**config.mk**
```make
export PLATFORM = sky130hd
export DESIGN_NAME = qspi_read_sched
export DESIGN_NICKNAME = d
export VERILOG_FILES = /design/src/rtl/qspi_pkg.sv /design/src/rtl/rr_arb2.sv /design/src/rtl/qspi_read_sched.sv
export SDC_FILE = /design/constraint.sdc
export NUM_CORES = 1
export LEC_CHECK = 0
export ABC_AREA = 1
export BUFFER_PORTS_ARGS = -buffer_cell sky130_fd_sc_hd__buf_2
export CELL_PAD_IN_SITES_DETAIL_PLACEMENT = 0
export CELL_PAD_IN_SITES_GLOBAL_PLACEMENT = 1
export CORE_ASPECT_RATIO = 0.6
export CORE_MARGIN = 5
export CORE_UTILIZATION = 36
export DETAILED_ROUTE_END_ITERATION = 16
export PLACE_DENSITY = 0.82
export SLEW_MARGIN = 20
export SYNTH_ARGS = -nofsm -noshare
export SYNTH_HDL_FRONTEND = slang
export SYNTH_SLANG_ARGS = --single-unit
export TNS_END_PERCENT = 10
```
**constraint.sdc**
```tcl
create_clock -name ACLK -period 2.2 [get_ports ACLK]
set_input_delay 0.11 -clock ACLK [delete_from_list [all_inputs] [get_ports ACLK]]
set_output_delay 0.11 -clock ACLK [all_outputs]
set_load 0.01 [all_outputs]
```
**src/rtl/qspi_pkg.sv**
```systemverilog
// rtl/qspi_pkg.sv - shared states, opcodes and phase lengths for the QSPI read scheduler
// Contents: state_t FSM encoding, Fast Read Quad I/O opcode, mode byte,
//           per-phase SCK period counts, phase counter width, phase sequencing helper.

package qspi_pkg;

  typedef enum logic [2:0] {
    ST_IDLE,
    ST_CMD,
    ST_ADDR,
    ST_MODE,
    ST_DUMMY,
    ST_DATA,
    ST_RESP,
    ST_GAP
  } state_t;

  localparam logic [7:0] CMD_FAST_READ_QIO = 8'hEB;
  // Mode byte 0x00: the flash leaves continuous-read mode after every access.
  localparam logic [7:0] MODE_BITS         = 8'h00;

  localparam int CMD_SCK    = 8;  // opcode, one bit per SCK on io[0]
  localparam int ADDR_SCK   = 6;  // 24-bit address, one nibble per SCK
  localparam int MODE_SCK   = 2;  // mode byte, one nibble per SCK
  localparam int DATA_SCK   = 8;  // 32-bit word, one nibble per SCK
  localparam int GAP_CYCLES = 2;  // chip-select deselect time in ACLK cycles

  localparam int CNT_W = 8;

  // Order of the shifting phases on the bus; anything else falls back to idle.
  function automatic state_t next_phase(input state_t s);
    case (s)
      ST_CMD:   return ST_ADDR;
      ST_ADDR:  return ST_MODE;
      ST_MODE:  return ST_DUMMY;
      ST_DUMMY: return ST_DATA;
      ST_DATA:  return ST_RESP;
      default:  return ST_IDLE;
    endcase
  endfunction

endpackage

```
**src/rtl/rr_arb2.sv**
```systemverilog
// rtl/rr_arb2.sv - two-way round-robin arbiter with a last-grant register
// Ports:
//   clk     in   clock
//   rst     in   synchronous active-high reset (port 0 gets priority afterwards)
//   req     in   [1:0] request per port
//   update  in   grant is being consumed this cycle; remember the winner
//   grant   out  [1:0] one-hot grant, combinational from req

module rr_arb2 (
  input  logic       clk,
  input  logic       rst,
  input  logic [1:0] req,
  input  logic       update,
  output logic [1:0] grant
);

  // Index of the port served most recently. Reset to 1 so port 0 wins first.
  logic last;

  always_ff @(posedge clk) begin
    if (rst) begin
      last <= 1'b1;
    end else if (update) begin
      last <= grant[1];
    end
  end

  always_comb begin
    grant = 2'b00;
    case (req)
      2'b01:   grant = 2'b01;
      2'b10:   grant = 2'b10;
      2'b11:   grant = last ? 2'b01 : 2'b10;
      default: grant = 2'b00;
    endcase
  end

endmodule

```
**src/rtl/qspi_read_sched.sv**
```systemverilog
// rtl/qspi_read_sched.sv - two-port Fast Read Quad I/O (0xEB) scheduler for a serial flash
// Ports:
//   ACLK, ARESET        clock, synchronous active-high reset
//   arvalid/arready     [1:0] per-port read-address handshake (0 = fetch, 1 = data)
//   araddr0/araddr1     byte address per port (bits above 23 ignored)
//   rvalid/rready       [1:0] per-port read-data handshake
//   rdata               shared read word, belongs to the port whose rvalid is high
//   sck_o, cs_n_o       flash clock (ACLK/2, idles low), chip select (active low)
//   io_o/io_oe/io_i     quad I/O drive value, per-bit output enable, sampled value

module qspi_read_sched
  import qspi_pkg::*;
#(
  parameter int ADDR_SIZE    = 24,
  parameter int DATA_SIZE    = 32,
  parameter int DUMMY_CYCLES = 4
) (
  input  logic                 ACLK,
  input  logic                 ARESET,
  input  logic [1:0]           arvalid,
  output logic [1:0]           arready,
  input  logic [ADDR_SIZE-1:0] araddr0,
  input  logic [ADDR_SIZE-1:0] araddr1,
  output logic [1:0]           rvalid,
  input  logic [1:0]           rready,
  output logic [DATA_SIZE-1:0] rdata,
  output logic                 sck_o,
  output logic                 cs_n_o,
  output logic [3:0]           io_o,
  output logic [3:0]           io_oe,
  input  logic [3:0]           io_i
);

  state_t           state, state_nxt;
  logic [CNT_W-1:0] cnt, cnt_nxt;     // remaining SCK periods (or GAP cycles) minus one
  logic             half, half_nxt;   // 0: SCK low half, 1: SCK high half
  logic [23:0]      addr_q;
  logic             gnt_q;            // port owning the transaction in flight
  logic [1:0]       grant;
  logic             take;

  // Counter reload value for each phase; the counter stops at zero.
  function automatic logic [CNT_W-1:0] phase_len(input state_t s);
    case (s)
      ST_CMD:   return CNT_W'(CMD_SCK - 1);
      ST_ADDR:  return CNT_W'(ADDR_SCK - 1);
      ST_MODE:  return CNT_W'(MODE_SCK - 1);
      ST_DUMMY: return CNT_W'(DUMMY_CYCLES - 1);
      ST_DATA:  return CNT_W'(DATA_SCK - 1);
      ST_GAP:   return CNT_W'(GAP_CYCLES - 1);
      default:  return '0;
    endcase
  endfunction

  assign take = (state == ST_IDLE) && (|arvalid);

  rr_arb2 u_arb (
    .clk    (ACLK),
    .rst    (ARESET),
    .req    (arvalid),
    .update (take),
    .grant  (grant)
  );

  always_ff @(posedge ACLK) begin
    if (ARESET) begin
      state  <= ST_IDLE;
      cnt    <= '0;
      half   <= 1'b0;
      addr_q <= '0;
      gnt_q  <= 1'b0;
      rdata  <= '0;
    end else begin
      state <= state_nxt;
      cnt   <= cnt_nxt;
      half  <= half_nxt;
      if (take) begin
        addr_q <= grant[1] ? araddr1[23:0] : araddr0[23:0];
        gnt_q  <= grant[1];
      end
      // io_i is captured on the edge that raises SCK; first nibble ends up in the top bits.
      if (state == ST_DATA && !half) begin
        rdata <= {rdata[DATA_SIZE-5:0], io_i};
      end
    end
  end

  always_comb begin
    state_nxt = state;
    cnt_nxt   = cnt;
    half_nxt  = 1'b0;
    case (state)
      ST_IDLE: begin
        if (|arvalid) begin
          state_nxt = ST_CMD;
          cnt_nxt   = phase_len(ST_CMD);
        end
      end
      ST_CMD, ST_ADDR, ST_MODE, ST_DUMMY, ST_DATA: begin
        half_nxt = ~half;
        // Phase bookkeeping happens on the falling SCK edge so new io_o
        // values appear together with SCK going low.
        if (half) begin
          if (cnt == '0) begin
            state_nxt = next_phase(state);
            cnt_nxt   = phase_len(next_phase(state));
          end else begin
            cnt_nxt = cnt - CNT_W'(1);
          end
        end
      end
      ST_RESP: begin
        if (rready[gnt_q]) begin
          state_nxt = ST_GAP;
          cnt_nxt   = phase_len(ST_GAP);
        end
      end
      ST_GAP: begin
        if (cnt == '0) begin
          state_nxt = ST_IDLE;
          cnt_nxt   = phase_len(ST_IDLE);
        end else begin
          cnt_nxt = cnt - CNT_W'(1);
        end
      end
      default: begin
        state_nxt = ST_IDLE;
        cnt_nxt   = '0;
      end
    endcase
  end

  always_comb begin
    io_o  = 4'h0;
    io_oe = 4'h0;
    case (state)
      ST_CMD: begin
        io_oe = 4'b0001;
        io_o  = {3'b000, CMD_FAST_READ_QIO[cnt[2:0]]};
      end
      ST_ADDR: begin
        io_oe = 4'hF;
        io_o  = addr_q[{cnt[2:0], 2'b00} +: 4];
      end
      ST_MODE: begin
        io_oe = 4'hF;
        io_o  = MODE_BITS[{cnt[0], 2'b00} +: 4];
      end
      default: begin
        io_o  = 4'h0;
        io_oe = 4'h0;
      end
    endcase
  end

  assign sck_o   = half;
  assign cs_n_o  = !(state inside {ST_CMD, ST_ADDR, ST_MODE, ST_DUMMY, ST_DATA});
  // Handshake outputs are masked during reset so nothing is accepted or
  // presented in the cycle the reset is being applied.
  assign arready = (state == ST_IDLE && !ARESET) ? grant : 2'b00;
  assign rvalid  = (state == ST_RESP && !ARESET) ? (gnt_q ? 2'b10 : 2'b01) : 2'b00;

endmodule
```
==> metrics.md, run 1 <==
| Metric | Value |
|---|---|
| Vias | 3379 |
| Min cycle time layout | 1.92 ns |
| FILL cells | 895 |
| Hold Path Stages | 3 |
| Remaining antenna violation count | 0 |
| Setup TNS | 0 ns |
| # setup viols final | 0 |
| RSZ-0062 raised after global routing | false |
| Syn. warnings | 0 |
| Seq/Total Area, Yosys | 42.5% |
| N_diodes | 0 |
| Sw Share | 40.0% |
| Area of the multi-input gates | 1680 µm² |
| Final Hold Viols | 0 |
| Crit path max fanout | 5 |
| Pleak | 2.16 nW |
| Area delta synth->final | 29.7% |
| Met2 routed WL | 3960 µm |
| Outcome | finished, final reports clean |
| IO buf count | 103 |
| Clock Path Buffers | 2 |
| Initial Util | 36.6% |
| Synth Area per Inst | 7.26 µm² |
| Initial antenna violation count | 0 |
| Max-Slew Margin vs Limit | 36.8% |
| #FFs+latches synth | 71 |
| Comb pwr share | 42.3% |
| Share of cells above drive strength 1 | 27.3% |
| H-tree depth | 3 |
| Commonest non-fill, non-tap cells in the layout | buf_2 (103), nor2_1 (87), dfxtp_1 (71), o21ai_0 (62), nand2_1 (45) |
| Post-synth EDFFs | 0 |
| Clk slew on worst S/H paths | 0.06 ns |
| Critical Path RT | 2.09 ns |
| Final WL | 9530 µm |
| M1 WL | 5050 µm |
| CTS tree | yes |
| Total track usage | 17.0% |
| Skew-Pair Late Insertion Delay | 0.32 ns |
| Critical path type | flip-flop to output pin |
| Final #Nets | 624 |
| # rows | 27 |
| Gr ovfl total | 0 |
| Max-cap violations | 0 |
| Top Layer Used | met4 |
| DR pass1 iterations | 4 |
| Final Skew | 0.00546 ns |
| Via/cell ratio | 4.96 |
| Placed Area | 3970 µm² |
| Die width | 134 µm |
| Worst Hold Endpoint | addr_q[13] |
| Most common cell after layout, fill and taps aside | buf_2 |
| Hold Path Class | input port to flip-flop |
| F_max | 522 MHz |
| Die extent in y | 84.6 µm |
| Post-synth top flop | dfxtp_1 |
| Initial drt markers | 208 |
| Core Box Area | 9120 µm² |
| Seq pwr share | 31.5% |
| Largest net degree at the start of global routing | 52 |
| Worst flop-to-flop path endpoint | cnt[3] |
| Reg2reg setup slack | 0.29 ns |
| Worst Max-Slew Pin Slew | 0.944 ns |
| I/O pin count | 104 |
| Critical Path Source Type | flip-flop |
| Crit path capture type | output pin |
| Synth cell types | 32 |
| Post-DR wirelength/cell | 14.0 µm |
| Design Area, Final | 4330 µm² |
| P per Cell Area | 1370 nW/µm² |
| Global-route wire length before repair | 15500 µm |
| Detail Placement HPWL | 7170 µm |
| Vias in the first global route | 3092 |
| Gp weighted congestion | 0.823 |
| FF+latch area | 1420 µm² |
| Post-synth ARST share | 0% |
| CTS Sinks | 71 |
| Power Internal | 3.55 mW |
| Routed wl met3 | 486 µm |
| Maximum vdd drop | 0.000605 V |
| DRC Markers | 0 |
| Worst r2r path cells | 10 |
| Period utilization | 87.1% |
| Die ar. | 11400 µm² |
| Syn_nets | 524 |
| Post-Syn Area | 3340 µm² |
| Synth Instances | 460 |
| TritonCTS buffer count | 9 |
| Hold_sp | araddr0[13] |
| Post-CTS Setup Bufs | 0 |
| CP arrival | 1.81 ns |
| Fin. max-slew vios | 0 |
| Switching Power | 2.37 mW |
| Clock network fraction of total power | 26.3% |
| CTS Root Cell | clkbuf_16 |
| Reg2Reg Launch Point | state[0] |
| Non-filler cells, final | 681 |
| Placed Cells | 661 |
==> kinds of logic (layout without fill, tap and decap cells) <==
logic type	count (synthesis)	count (layout)	share of synthesized area, %
XOR/XNOR	2	2	0.524
buffers and inverters	61	166	7.49
adder cells (fa/ha/maj)	6	6	2.25
AND/OR/NAND/NOR	173	173	22.8
AO/OA/AOI/OAI	147	147	24.4
flip-flops	71	71	42.5
==> metrics by stage <==
stage                     setup slack, ns  utilization [%]  hold slack [ns]  power (mW)
after global placement              0.351             43.5            0.336        4.35
after global routing               0.0840             47.5           0.0657        6.39
after floorplan                     0.387                -            0.245        3.66
final                               0.285             47.5           0.0672        5.92
after detailed placement            0.325             43.5            0.340        4.37
after CTS                           0.257             47.5           0.0544        5.96
==> critical path, stage by stage (launching register included) <==
cell     delay, ns
dfxtp_1       0.39
inv_1         0.10
ha_1          0.26
nand2_1       0.24
nand2_1       0.14
nor2_1        0.19
buf_2         0.17
==> cell type report <==
class	instances	area share, %
repair buffers	116	14.7
clock buffers	11	5.60
well taps	116	3.35
flip-flops and latches	71	32.8
multi-input cells	328	38.7
clock inverters	5	1.88
inverters	34	3.00
==> metal layers <==
layer | track usage (%) | up-vias
li1 | - | 1757
met1 | 25.7 | 1546
met2 | 23.2 | 74
met3 | 5.15 | 2
met4 | 4.16 | 0
met5 | 0 | -
==> registers in the layout, summed over array words and instances (netlist names), named ones only <==
register	flops
addr_q	24
rdata	32
gnt_q	1
state	3
cnt	8
u_arb.last	1
sck_o	1
==> power groups by stage <==
| stage | Combinational [mW] | Clock, mW | Sequential (mW) |
|---|---|---|---|
| CTS | 2.51 | 1.59 | 1.86 |
| global placement | 2.47 | 0 | 1.88 |
| detailed placement | 2.49 | 0 | 1.88 |
| floorplan | 1.81 | 0 | 1.85 |
| global route | 2.84 | 1.65 | 1.91 |
| finish | 2.50 | 1.56 | 1.86 |
==> how the worst max path moves through the flow <==
| stage | slack, ns | cells past startpoint | startpoint | to |
|---|---|---|---|---|
| after floorplan | 0.39 | 12 | cnt[0] | flip-flop |
| after global placement | 0.35 | 11 | state[0] | cnt[6] |
| after detailed placement | 0.33 | 10 | state[0] | flip-flop |
| after CTS | 0.26 | 6 | state[0] | cs_n_o |
| after global routing | 0.08 | 10 | state[0] | flip-flop |
| final | 0.28 | 6 | state[0] | cs_n_o |
==> synthesized netlist by cell type, types with 2 or more instances <==
cell	n	area [µm²]
inv_1	25	93.8
nand2_2	5	31.3
a21oi_2	6	52.6
buf_2	3	15.0
inv_2	7	26.3
o21ai_0	62	310
o22ai_1	26	163
dfxtp_1	71	1420
nand4_1	5	31.3
nor3_1	5	25.0
nor2_1	87	327
a21oi_1	34	170
buf_4	2	15.0
nand2_1	45	169
ha_1	6	75.1
nand3_1	18	90.1
clkbuf_1	20	75.1
nand2_4	3	33.8
xor2_1	2	17.5
o21ai_1	10	50.1
o21a_1	7	52.6
==> repair_timing <==
action | CTS | global route
gates resized for setup | 0 | 0
hold buffers | 4 | 0
hold endpoints to repair | 4 | 0
(Power assumes the default switching activity.)
==> inputs of run 2 (changes only) <==
CELL_PAD_IN_SITES_DETAIL_PLACEMENT = default   (was 0)
CELL_PAD_IN_SITES_GLOBAL_PLACEMENT = default   (was 1)
CORE_UTILIZATION = 51   (was 36)
==> run 2 against run 1 <==
Against the previous run:
- design area is 4.2% lower
- critical path type unchanged
- clock-buffer cell count stayed put
- largest cell class unchanged
- global-route usage rose by 6.1 points
- critical path depth fell by 1
- core utilization up 19 points
- highest routed layer unchanged
- worst setup slack lost 0.020 ns
- clock skew increased by 0.0014 ns
- via count rose by 3.3%
- cell count down 4.6%
- sequential power about the same
==> metrics.md, run 2 (synthesized netlist as in run 1, its figures left out) <==
| Metric | Value |
|---|---|
| Fin. max-slew vios | 0 |
| Pleak | 2.09 nW |
| Gp weighted congestion | 0.922 |
| Flip-flop count of the largest register after layout | 32 |
| Min cycle time layout | 1.94 ns |
| Clock Path Buffers | 2 |
| TritonCTS buffer count | 9 |
| Hold Path Stages | 3 |
| Die width | 114 µm |
| Initial drt markers | 202 |
| Via/cell ratio | 5.37 |
| Largest regs | rdata (32), addr_q (24), cnt (8) |
| Core Box Area | 6250 µm² |
| Area delta synth->final | 24.3% |
| CTS tree | yes |
| Vias | 3489 |
| Crit path max fanout | 11 |
| Die extent in y | 72.7 µm |
| Gr ovfl total | 0 |
| Hold Path Class | input port to flip-flop |
| Hold_sp | io_i[1] |
| Final #Nets | 625 |
| IO buf count | 103 |
| Skew-Pair Late Insertion Delay | 0.34 ns |
| Worst r2r path cells | 9 |
| Outcome | finished, final reports clean |
| Critical Path Source Type | flip-flop |
| Post-CTS Setup Bufs | 0 |
| CP arrival | 1.83 ns |
| Reg2Reg Launch Point | state[2] |
| Detail Placement HPWL | 6940 µm |
| RSZ-0062 raised after global routing | false |
| CTS Sinks | 71 |
| Initial antenna violation count | 0 |
| # setup viols final | 0 |
| I/O pin count | 104 |
| Worst Hold Endpoint | rdata[1] |
| DR pass1 iterations | 5 |
| Max-cap violations | 0 |
| Crit path capture type | output pin |
| DRC Markers | 0 |
| H-tree depth | 3 |
| End-of-flow core utilization | 66.4% |
| # rows | 22 |
| CTS Root Cell | clkbuf_8 |
| P per Cell Area | 1290 nW/µm² |
| Post-CTS Resized | 0 |
| Final Hold Viols | 0 |
| Critical Path RT | 2.09 ns |
| Post-DR wirelength/cell | 14.4 µm |
| Period utilization | 88.0% |
| Largest net degree at the start of global routing | 52 |
| Most flop-heavy register | rdata |
| Non-filler cells, final | 650 |
| Vias in the first global route | 3217 |
| Max-Slew Margin vs Limit | 47.3% |
| F_max | 517 MHz |
| Remaining antenna violation count | 0 |
| Most common cell after layout, fill and taps aside | buf_2 |
| Maximum vdd drop | 0.000632 V |
| Initial Util | 53.5% |
| Reg2reg setup slack | 0.30 ns |
| Share of cells above drive strength 1 | 27.7% |
| Critical path type | flip-flop to output pin |
| Die ar. | 8320 µm² |
| Final WL | 9340 µm |
| Setup TNS | 0 ns |
| N_diodes | 0 |
| Worst Max-Slew Pin Slew | 0.788 ns |
| Global-route wire length before repair | 15500 µm |
| Total track usage | 23.0% |
| Placed Cells | 631 |
| Commonest non-fill, non-tap cells in the layout | buf_2 (103), nor2_1 (87), dfxtp_1 (71), o21ai_0 (62), nand2_1 (45) |
| Final Skew | 0.00688 ns |
| Clk slew on worst S/H paths | 0.07 ns |
-- run 2: area by class of cell --
class,count,area (µm²)
clock buffer,11,151
clock inverter,5,40.0
fill,517,2100
inverter,34,130
multi-input combinational,328,1680
sequential,71,1420
tap,84,105
timing repair buffer,117,628
-- run 2: worst max path at each step --
| stage | startpoint | endpoint |
|---|---|---|
| 3_3_place_gp | state[2] | flip-flop |
| 5_1_grt | state[2] | cs_n_o |
| 3_5_place_dp | state[2] | flip-flop |
| 4_1_cts | state[2] | cs_n_o |
| 6_report | state[2] | cs_n_o |
| 2_1_floorplan | cnt[0] | flip-flop |
-- run 2: critical path, stage by stage (launching register included) --
cell     delay, ns
dfxtp_1       0.63
inv_2         0.14
nand2_1       0.22
nand2_1       0.13
nor2_1        0.19
buf_2         0.17
-- run 2: routing by layer --
metal	global-route usage, %	vias to the layer above	part of all wire, %
met5	0	-	0
met4	4.35	0	0.70
met3	6.88	9	8.9
met2	35.5	149	45
met1	32.3	1578	46
li1	-	1753	-
-- run 2: timing repair --
action / 4_1_cts / 5_1_grt
endpoints found under the hold margin: 3 / 0
hold buffers: 3 / 0
setup endpoints to repair: 0 / 0
-- run 2: metrics by stage --
step	setup slack [ns]	instance area (µm²)	hold slack, ns	power, mW
floorplan	0.387	3340	0.245	3.66
finish	0.265	4150	0.0176	5.35
detailed placement	0.349	3930	0.347	4.32
CTS	0.256	4150	0.0190	5.34
global route	0.0775	4150	0.0251	5.78
global placement	0.437	3930	0.333	4.24
-- run 2: where the power goes --
| part | switching (mW) | leakage [nW] | internal (mW) | total (mW) |
|---|---|---|---|---|
| combinational | 1.61 | 1.42 | 0.868 | 2.48 |
| clock | 0.517 | 0.0886 | 0.479 | 0.995 |
| sequential | 0.242 | 0.582 | 1.63 | 1.87 |
